## src/rtl/uart_rx_deframer_pkg.sv

```systemverilog
// Shared types and constants for the UART byte-to-word deframer.
// States, abort codes and the FIFO entry layout.
package uart_rx_deframer_pkg;

  typedef enum logic [1:0] {
    ST_IDLE,
    ST_LEN,
    ST_PAYLOAD,
    ST_CHECK
  } state_t;

  typedef logic [2:0] err_code_t;

  localparam err_code_t ERR_NONE     = 3'd0;
  localparam err_code_t ERR_PARITY   = 3'd1;
  localparam err_code_t ERR_CHK      = 3'd2;
  localparam err_code_t ERR_TIMEOUT  = 3'd3;
  localparam err_code_t ERR_OVERFLOW = 3'd4;
  localparam err_code_t ERR_ZLEN     = 3'd5;

  localparam logic [7:0] SYNC_BYTE_DEF = 8'hA5;

  typedef struct packed {
    logic        last;
    logic [31:0] word;
  } fifo_word_t;

endpackage

```

## src/rtl/uart_rx_deframer_fifo.sv

```systemverilog
// Synchronous word FIFO (word + Last flag) with count-based flags.
// Head is forced to zero while empty so outputs are clean out of reset.
module word_fifo
  import uart_rx_deframer_pkg::*;
#(
  parameter int DEPTH = 8
) (
  input  logic       i_Clock,
  input  logic       i_Rst_n,
  input  logic       wr_en,
  input  fifo_word_t wr_data,
  input  logic       rd_en,
  output fifo_word_t rd_data,
  output logic       empty,
  output logic       full
);

  localparam int AW = $clog2(DEPTH);
  localparam logic [AW:0] DEPTH_C = (AW+1)'(DEPTH);

  fifo_word_t mem [DEPTH];

  logic [AW-1:0] wr_ptr;
  logic [AW-1:0] rd_ptr;
  logic [AW:0]   count;
  logic          do_wr;
  logic          do_rd;

  assign empty = (count == '0);
  assign full  = (count == DEPTH_C);
  assign do_rd = rd_en && !empty;
  assign do_wr = wr_en && (!full || do_rd);

  assign rd_data = empty ? '0 : mem[rd_ptr];

  always_ff @(posedge i_Clock) begin
    if (do_wr) mem[wr_ptr] <= wr_data;
  end

  always_ff @(posedge i_Clock or negedge i_Rst_n) begin
    if (!i_Rst_n) begin
      wr_ptr <= '0;
      rd_ptr <= '0;
      count  <= '0;
    end else begin
      if (do_wr) wr_ptr <= wr_ptr + AW'(1);
      if (do_rd) rd_ptr <= rd_ptr + AW'(1);
      case ({do_wr, do_rd})
        2'b10:   count <= count + (AW+1)'(1);
        2'b01:   count <= count - (AW+1)'(1);
        default: count <= count;
      endcase
    end
  end

endmodule

```

## src/rtl/uart_rx_deframer.sv

```systemverilog
// Hunts for SYNC, parses length-prefixed frames, packs payload into
// little-endian words and queues them for the loader.
module uart_rx_deframer
  import uart_rx_deframer_pkg::*;
#(
  parameter logic [7:0] SYNC_BYTE    = SYNC_BYTE_DEF,
  parameter int         FIFO_DEPTH   = 8,
  parameter int         TIMEOUT_CLKS = 1740
) (
  input  logic        i_Clock,
  input  logic        i_Rst_n,
  input  logic        i_Rx_DV,
  input  logic [7:0]  i_Rx_Byte,
  input  logic        i_Rx_Error,
  output logic [31:0] o_Word,
  output logic        o_Word_Last,
  output logic        o_Word_Valid,
  input  logic        i_Word_Ready,
  output logic        o_Frame_Done,
  output logic        o_Frame_Err,
  output logic [2:0]  o_Err_Code,
  output logic        o_Active
);

  localparam int TW = $clog2(TIMEOUT_CLKS + 1);
  localparam logic [TW-1:0] TMO_LAST = TW'(TIMEOUT_CLKS - 1);

  state_t      state_q, state_d;
  logic [7:0]  len_q, len_d;
  logic [7:0]  chk_q, chk_d;
  logic [1:0]  lane_q, lane_d;
  logic [7:0]  wcnt_q, wcnt_d;
  logic [23:0] word_q, word_d;
  logic [TW-1:0] tmo_q, tmo_d;
  err_code_t   code_q, code_d;
  logic        done_q, done_d;
  logic        err_q;

  logic       abort;
  err_code_t  abort_code;
  logic       push;
  logic       push_last;
  logic       ovf;
  logic       pop;
  logic       empty;
  logic       full;
  fifo_word_t head;
  fifo_word_t wdata;

  assign pop = !empty && i_Word_Ready;
  assign ovf = push && full && !pop;

  always_comb begin
    state_d    = state_q;
    len_d      = len_q;
    chk_d      = chk_q;
    lane_d     = lane_q;
    wcnt_d     = wcnt_q;
    word_d     = word_q;
    code_d     = code_q;
    done_d     = 1'b0;
    abort      = 1'b0;
    abort_code = ERR_NONE;
    push       = 1'b0;
    push_last  = 1'b0;
    tmo_d      = (state_q == ST_IDLE || i_Rx_DV) ? '0 : tmo_q + TW'(1);

    unique case (state_q)
      ST_IDLE: begin
        if (i_Rx_DV && !i_Rx_Error && i_Rx_Byte == SYNC_BYTE)
          state_d = ST_LEN;
      end
      ST_LEN: begin
        if (i_Rx_DV) begin
          unique case (1'b1)
            i_Rx_Error: begin
              abort      = 1'b1;
              abort_code = ERR_PARITY;
            end
            (i_Rx_Byte == 8'd0): begin
              abort      = 1'b1;
              abort_code = ERR_ZLEN;
            end
            default: begin
              len_d   = i_Rx_Byte;
              chk_d   = i_Rx_Byte;
              lane_d  = 2'd0;
              wcnt_d  = 8'd0;
              state_d = ST_PAYLOAD;
            end
          endcase
        end
      end
      ST_PAYLOAD: begin
        if (i_Rx_DV && i_Rx_Error) begin
          abort      = 1'b1;
          abort_code = ERR_PARITY;
        end else if (i_Rx_DV) begin
          chk_d  = chk_q ^ i_Rx_Byte;
          lane_d = lane_q + 2'd1;
          unique case (lane_q)
            2'd0: word_d[7:0]   = i_Rx_Byte;
            2'd1: word_d[15:8]  = i_Rx_Byte;
            2'd2: word_d[23:16] = i_Rx_Byte;
            2'd3: begin
              push      = 1'b1;
              push_last = (wcnt_q == len_q - 8'd1);
              wcnt_d    = wcnt_q + 8'd1;
              if (ovf) begin
                abort      = 1'b1;
                abort_code = ERR_OVERFLOW;
              end else if (push_last) begin
                state_d = ST_CHECK;
              end
            end
          endcase
        end
      end
      ST_CHECK: begin
        if (i_Rx_DV) begin
          unique case (1'b1)
            i_Rx_Error: begin
              abort      = 1'b1;
              abort_code = ERR_PARITY;
            end
            (i_Rx_Byte == chk_q): begin
              done_d  = 1'b1;
              state_d = ST_IDLE;
            end
            default: begin
              abort      = 1'b1;
              abort_code = ERR_CHK;
            end
          endcase
        end
      end
      default: state_d = ST_IDLE;
    endcase

    // Silence inside a frame: terminal count fires on the next quiet edge
    if (state_q != ST_IDLE && !i_Rx_DV && tmo_q == TMO_LAST) begin
      abort      = 1'b1;
      abort_code = ERR_TIMEOUT;
    end

    if (abort) begin
      state_d = ST_IDLE;
      code_d  = abort_code;
    end
  end

  always_ff @(posedge i_Clock or negedge i_Rst_n) begin
    if (!i_Rst_n) begin
      state_q <= ST_IDLE;
      len_q   <= '0;
      chk_q   <= '0;
      lane_q  <= '0;
      wcnt_q  <= '0;
      word_q  <= '0;
      tmo_q   <= '0;
      code_q  <= ERR_NONE;
      done_q  <= 1'b0;
      err_q   <= 1'b0;
    end else begin
      state_q <= state_d;
      len_q   <= len_d;
      chk_q   <= chk_d;
      lane_q  <= lane_d;
      wcnt_q  <= wcnt_d;
      word_q  <= word_d;
      tmo_q   <= tmo_d;
      code_q  <= code_d;
      done_q  <= done_d;
      err_q   <= abort;
    end
  end

  assign wdata.last = push_last;
  assign wdata.word = {i_Rx_Byte, word_q};

  word_fifo #(
    .DEPTH (FIFO_DEPTH)
  ) u_fifo (
    .i_Clock (i_Clock),
    .i_Rst_n (i_Rst_n),
    .wr_en   (push && !ovf),
    .wr_data (wdata),
    .rd_en   (i_Word_Ready),
    .rd_data (head),
    .empty   (empty),
    .full    (full)
  );

  assign o_Word       = head.word;
  assign o_Word_Last  = head.last;
  assign o_Word_Valid = !empty;
  assign o_Frame_Done = done_q;
  assign o_Frame_Err  = err_q;
  assign o_Err_Code   = code_q;
  assign o_Active     = (state_q != ST_IDLE);

endmodule

```

## config.mk

```make
export PLATFORM = sky130hd
export DESIGN_NAME = uart_rx_deframer
export DESIGN_NICKNAME = d
export VERILOG_FILES = /design/src/rtl/uart_rx_deframer_pkg.sv /design/src/rtl/uart_rx_deframer_fifo.sv /design/src/rtl/uart_rx_deframer.sv
export SDC_FILE = /design/constraint.sdc
export NUM_CORES = 1
export LEC_CHECK = 0
export BUFFER_PORTS_ARGS = -buffer_cell sky130_fd_sc_hd__clkbuf_2
export CAP_MARGIN = 30
export CORE_MARGIN = 2
export CORE_UTILIZATION = 66
export CTS_CLUSTER_DIAMETER = 40
export CTS_CLUSTER_SIZE = 24
export DETAILED_ROUTE_END_ITERATION = 10
export HOLD_SLACK_MARGIN = 0.05
export PLACE_DENSITY = 0.95
export SKIP_LAST_GASP = 1
export SLEW_MARGIN = 20
export SYNTH_ARGS = -nofsm -noshare
export SYNTH_HDL_FRONTEND = slang
export SYNTH_SLANG_ARGS = --single-unit
```

## constraint.sdc

```tcl
create_clock -name i_Clock -period 9.7 [get_ports i_Clock]
set_input_delay 2.425 -clock i_Clock [delete_from_list [all_inputs] [get_ports i_Clock]]
set_output_delay 2.425 -clock i_Clock [all_outputs]
set_load 0.03 [all_outputs]
```

; Word level (Yosys, flattened, before mapping)
; Memory sizes are Yosys's and may differ from the RTL's.
; Cells that the tools add are included.
; Widths: inputs -> output; s select.
[totals]
ff_bits = 78
mem_bits_rw = 264
input_bits = 13
out_inout_bits = 40
word_cells = 152
n_memories = 1
[op_classes]
addsub = 8
eq_ne = 28
muxes = 64
n_bitwise = 3
reduce_logical = 33
[mem_list]
columns = name, words, width, read_ports, rd_clocked_by_memory_dff, write_ports, line_no
row1 = u_fifo.mem, 8, 33, 1, 0, 1, uart_rx_deframer_fifo.sv:21  ; fifo_word_t mem [DEPTH];
[op_table]
columns = cell, count
row1 = $mux 8, 9
row2 = $mux 33, 1
row3 = $mux 2, 16
row4 = $pmux 8 s2, 2
row5 = $ne 3x3->1 const B, 9
row6 = $mux 1, 22
row7 = $mux 3, 6
row8 = $eq 8x8->1, 2
row9 = $reduce_and 4->1, 3
row10 = $add 11x1->11 const B, 1
row11 = $eq 11x11->1 const B, 1
row12 = $mux 11, 1
row13 = $eq 2x2->1 const B, 5
row14 = $logic_and 1x1->1, 10
row15 = $ne 2x2->1 const B, 5
row16 = $reduce_and 10->1, 1
row17 = $pmux 3 s3, 1
row18 = $add 8x1->8 const B, 1
row19 = $eq 8x8->1 const B, 1
row20 = $logic_not 8->1, 1
row21 = $pmux 2 s2, 2
row22 = $pmux 2 s4, 1
row23 = $pmux 4 s2, 1
row24 = $sub 8x1->8 const B, 1
row25 = other kinds (20), 33

; Depth between registers and ports, before layout
[depth]
depth_word = 15
depth_mapped = 13
ltp_nobuf = 12

; Modules after synthesis
; From an unflattened synthesis, not the netlist that was laid out.
[hier_totals]
hier_cells = 830
area_unflattened_um2 = 14315.0
[modules_own_cells]
columns = mod, n_inst, cells_per_inst, area_each_um2, seq_area_each_um2
row1 = word_fifo, 1, 485, 10682.7, 8177.8
row2 = uart_rx_deframer, 1, 345, 3632.2, 1701.6

; Worst setup path before layout
; OpenSTA, ideal clock, no wires.
[synth_timing]
path_kind = input -> register
start = input port i_Rx_DV
end = memory u_fifo.mem[1][0] (netlist name) (enable)
setup_ns = 0.464
t_arrival_ns = 5.635
t_required_ns = 9.236
setup_slack_ns = 3.601
path_stages = 6
n_path_buf = 1
cell_sequence = nor2b_1 -> clkbuf_1 -> nand3_1 -> nor2b_1 -> nand2_1 -> nor3_1
[synth_via]
elab_chain_len = 10
word_cells_on_any_way = 11
classes_between = mux (5) / reduce/logical (6)
[synth_rtl]
columns = item, line_no
row1 = from (decl), uart_rx_deframer.sv:12  ; input logic i_Rx_DV,
row2 = $mux 1 / $logic_and 1x1->1 (equally long branches), "uart_rx_deframer.sv:98, uart_rx_deframer.sv:95"
row3 = $mux 1 (*), uart_rx_deframer.sv:95  ; if (i_Rx_DV && i_Rx_Error) begin
row4 = $mux 1 (*), uart_rx_deframer.sv:68  ; unique case (state_q)
row5 = $logic_and 1x1->1 (2 in series), uart_rx_deframer.sv:51  ; assign ovf = push && full && !pop;
row6 = $logic_not 1->1, uart_rx_deframer.sv:186  ; .wr_en (push && !ovf),
row7 = $logic_and 1x1->1 (*), uart_rx_deframer.sv:186
row8 = $logic_and 1x1->1 (*), uart_rx_deframer_fifo.sv:32  ; assign do_wr = wr_en && (!full || do_rd);
row9 = $mux 1 (*), uart_rx_deframer_fifo.sv:37  ; if (do_wr) mem[wr_ptr] <= wr_data;
row10 = $mux 1 (not written as such) (*), uart_rx_deframer_fifo.sv:37
row11 = to (decl), uart_rx_deframer_fifo.sv:21
; Mark *: on every way between the ends. The rest lies on a longest branch, timed or not.

; Worst setup path in the final report
[layout_timing]
start = register u_fifo.rd_ptr[0]
end = output port o_Word_Last
[layout_via]
elab_chain_len = 2
[layout_rtl]
columns = item, line_no
row1 = from (decl), uart_rx_deframer_fifo.sv:24  ; logic [AW-1:0] rd_ptr;
row2 = from (signal assigned), uart_rx_deframer_fifo.sv:47  ; if (do_rd) rd_ptr <= rd_ptr + AW'(1);
row3 = $mem_v2 8x33, n/a
row4 = $mux 33, uart_rx_deframer_fifo.sv:34  ; assign rd_data = empty ? '0 : mem[rd_ptr];
row5 = to (decl), uart_rx_deframer.sv:16  ; output logic o_Word_Last,
; No other way between the ends.

==> metrics.md <==
| Metric | Value |
|---|---|
| Register area | 0.00989 mm^2 |
| EDFF count, synth | 264 |
| Transition at the pin with the smallest max-transition slack | 0.907 ns |
| Share of the yosys chip area belonging to registers | 0.702 |
| Worst-path clk slew | 0.06 ns |
| Number of distinct library cells after synthesis | 53 |
| Die Y | 150 um |
| Run status | complete, no violations |
| DP HPWL | 17.5 mm |
| Die ar. | 0.0225 mm^2 |
| Total wire length after detailed routing | 30.4 mm |
| Max VDD drop | 249 uV |
| Comb power frac | 0.297 |
| Terminating pin of the worst hold path | tmo_q[0] |
| Clock network latency to the later pin of the worst-skew pair | 0.51 ns |
| Hold buffers post-CTS | 0 |
| Part of the power in the clock network | 0.278 |
| Leading cell type in the layout, fill and taps excluded | sky130_fd_sc_hd__edfxtp_1 |
| Post-synthesis cell count | 824 |
| Avg Synthesized Cell Area | 17.1 um^2 |
| Initial DRC count | 818 |
| Antenna diode instance count | 0 |
| Inserted Clock Buffers | 35 |
| Worst setup slack for register-to-register paths | 6.27 ns |
| Fraction of the cycle the final worst path needs | 0.595 |
| CP Class | reg -> out |
| Remaining global-route overflow | 0 |
| Initial core utilization | 0.671 |
| Wire length of the first global-routing pass | 46.2 mm |
| Met1 GRT Util | 0.366 |
| Post-cts sizing count | 0 |
| Area taken by multi-input logic gates | 0.00403 mm^2 |
| Growth of design area from synthesis to finish | 13.7% |
| Switching power | 1.67 mW |
| Maximum clock rate | 173 MHz |
| Total via count after detailed routing | 7765 |
| Worst clock skew | 0.0175 ns |
| Global Route Usage Sum | 0.281 |
| Post-CTS setup-driven buffer insertion count | 0 |
| Endpoint arrival time on the critical path | 3.34 ns |
| Post-detailed-route wirelength per cell | 25.6 um |
| Clock Sinks | 342 |
| Async set or reset register ratio after synthesis | 0.228 |
| Input/output buffers | 52 |
| Number of iterations in the first detailed-routing pass | 6 |
| Count of nets after finishing | 915 |
| Beginning of the worst hold path | tmo_q[0] |
| Ports placed on the boundary | 53 |
| FILL cells | 1134 |
| Bufs on Longest Clock Path | 3 |
| Reg2Reg Depth | 12 |
| Gr busiest metal | met2 |
| Share of power burned in registers | 0.425 |
| Data required time at the worst endpoint | 7.28 ns |
| Hold Worst Slack | 0.489 ns |
| Worst r2r src | u_fifo.count[1] |
| Kind of end point of the critical path | primary output |
| Vias per cell | 6.55 |
| Critical path peak fanout | 37 |
| Total standard cell area after synthesis | 0.0141 mm^2 |
| Worst setup SP type | register |
| CTS tree | built |
| Final setup violation count | 0 |
| Net switching share of the total power | 0.347 |
| Net count after synthesis | 854 |
| Total power divided by cell area | 302 mW/mm^2 |
| Count of pins over their slew limit | 0 |
| Post-layout utilization of the core | 0.763 |
| Worst relative slew slack | 0.394 |
| Post-synth top flop | sky130_fd_sc_hd__edfxtp_1 |
| Min cycle time layout | 5.77 ns |
| Clock root buffer master | sky130_fd_sc_hd__clkbuf_16 |
| Leakage power summed over all cells | 5.77 nW |
| Worst reg2reg endpoint | u_fifo.count[3] |
| DRC Markers | 0 |
| Clock H-tree levels | 2 |
| GP Congestion | 0.863 |
| Yosys reg bits | 342 |
| Die outline width | 150 um |
| Placeable core region | 0.0210 mm^2 |
| Unrepaired setup endpoints after global routing | false |
| Max Cap Viol | 0 |
| Total number of yosys warnings | 0 |
| Sum of negative setup slack | 0 ns |
| Pin count of the biggest net entering global routing | 79 |
| Class of the tightest hold or removal check | reg -> reg |
| Met2 demand-to-capacity share in global routing | 0.483 |
| Rows | 53 |
| Number of global-route vias before repair | 7966 |
| Cell depth of the worst min-delay path | 1 |
| Antenna violations before repair | 0 |
| Highest-count cells in the layout ignoring fill and taps | 264 x sky130_fd_sc_hd__edfxtp_1, 75 x sky130_fd_sc_hd__dfrtp_1, 66 x sky130_fd_sc_hd__mux4_2, 53 x sky130_fd_sc_hd__nor2_1, 51 x sky130_fd_sc_hd__clkbuf_2 |
| Layout cell share with drive strength beyond 1 | 0.268 |
| Number of endpoints with negative hold slack in the final report | 0 |
| Antenna viol nets, final | 0 |
| Global routing usage on met3 | 0.0460 |
| Internal cell power | 3.16 mW |
[cell families after synthesis]
kind of cell	share of synthesized area
flip-flops	0.702
adder cells (fa/ha/maj)	0.0157
AO/OA/AOI/OAI	0.0312
AND/OR/NAND/NOR	0.0600
multiplexers	0.154
buffers and inverters	0.0164
XOR/XNOR	0.0205
[critical path, cell delays in order (launching register included)]
cell,delay [ns]
sky130_fd_sc_hd__dfrtp_4,0.90
sky130_fd_sc_hd__buf_4,0.67
sky130_fd_sc_hd__mux4_2,0.60
sky130_fd_sc_hd__mux2i_1,0.29
sky130_fd_sc_hd__nor2_1,0.09
sky130_fd_sc_hd__clkbuf_2,0.23
[per-stage QoR]
stage          instances  cell area (um^2)  power, mW  setup slack (ns)
3_3_place_gp        1114             14600       3.41              4.49
4_1_cts             1184             16000       4.85              3.86
3_5_place_dp        1122             14800       3.49              4.43
6_report            1185             16000       4.83              3.93
5_1_grt             1185             16000       5.03              3.72
2_1_floorplan        824             14100       3.08              3.60
[cell usage after synthesis, types with 2 or more instances]
cell type / number / area [um^2]
sky130_fd_sc_hd__edfxtp_1: 264 / 7930
sky130_fd_sc_hd__dfrtp_1: 78 / 1950
sky130_fd_sc_hd__mux4_2: 66 / 1490
sky130_fd_sc_hd__nor2_1: 60 / 225
sky130_fd_sc_hd__mux2i_1: 33 / 330
sky130_fd_sc_hd__nand2_1: 32 / 120
sky130_fd_sc_hd__clkbuf_1: 31 / 116
sky130_fd_sc_hd__mux2_2: 31 / 349
sky130_fd_sc_hd__nand3_1: 30 / 150
sky130_fd_sc_hd__o21ai_0: 22 / 110
sky130_fd_sc_hd__xnor2_1: 22 / 193
sky130_fd_sc_hd__a21oi_1: 21 / 105
sky130_fd_sc_hd__inv_1: 18 / 67.6
sky130_fd_sc_hd__ha_1: 16 / 200
sky130_fd_sc_hd__buf_1: 11 / 41.3
sky130_fd_sc_hd__xor2_1: 11 / 96.3
sky130_fd_sc_hd__nand2b_1: 9 / 56.3
sky130_fd_sc_hd__nor3_1: 9 / 45.0
sky130_fd_sc_hd__a21o_1: 4 / 30.0
sky130_fd_sc_hd__and3_1: 4 / 25.0
sky130_fd_sc_hd__nand4_1: 4 / 25.0
sky130_fd_sc_hd__nor2b_1: 4 / 25.0
sky130_fd_sc_hd__nor4_1: 4 / 25.0
sky130_fd_sc_hd__nor3b_1: 3 / 22.5
sky130_fd_sc_hd__a221oi_1: 2 / 17.5
sky130_fd_sc_hd__a22o_1: 2 / 17.5
sky130_fd_sc_hd__and4_1: 2 / 17.5
sky130_fd_sc_hd__nor4bb_1: 2 / 20.0
sky130_fd_sc_hd__o211ai_1: 2 / 15.0
sky130_fd_sc_hd__o311ai_1: 2 / 17.5
sky130_fd_sc_hd__or2_2: 2 / 12.5
sky130_fd_sc_hd__or3_1: 2 / 12.5
[per-layer routing]
layer  share of wire  vias to the layer above
met1            0.38                     4003
met5               0                        -
met4           0.032                        0
met3           0.062                       77
li1                -                     3319
met2            0.52                      366
[registers in the layout, indices dropped and copies added, names as in the netlist, 3 cells and up]
name	flops
chk_q	8
len_q	8
o_Err_Code	3
tmo_q	11
u_fifo.count	4
u_fifo.mem	264
u_fifo.rd_ptr	3
u_fifo.wr_ptr	3
wcnt_q	8
word_q	24
[power by group through the flow]
stage / logic [mW] / registers, mW / clock network [mW]
2_1_floorplan: 1.14 / 1.94 / 0
6_report: 1.44 / 2.06 / 1.34
4_1_cts: 1.45 / 2.05 / 1.36
3_3_place_gp: 1.33 / 2.08 / 0
5_1_grt: 1.54 / 2.08 / 1.40
3_5_place_dp: 1.42 / 2.08 / 0
[final cells by class]
cell class / count / area share
Clock buffer: 39 / 0.0570
Timing Repair Buffer: 67 / 0.0320
Inverter: 18 / 0.00423
Tap cell: 275 / 0.0215
Clock inverter: 23 / 0.0150
Multi-Input combinational cell: 421 / 0.252
Sequential cell: 342 / 0.618
[worst max path at each step]
stage                      from                to  slack [ns]  cells past startpoint
3_5_place_dp   u_fifo.rd_ptr[0]         o_Word[3]        4.43                      5
6_report       u_fifo.rd_ptr[0]       o_Word_Last        3.93                      5
5_1_grt        u_fifo.rd_ptr[0]         o_Word[3]        3.72                      5
3_3_place_gp   u_fifo.rd_ptr[0]         o_Word[3]        4.49                      5
2_1_floorplan           i_Rx_DV  u_fifo.mem[1][0]        3.60                      6
4_1_cts        u_fifo.rd_ptr[0]         o_Word[3]        3.86                      5
Power figures use the tool's default switching activity.
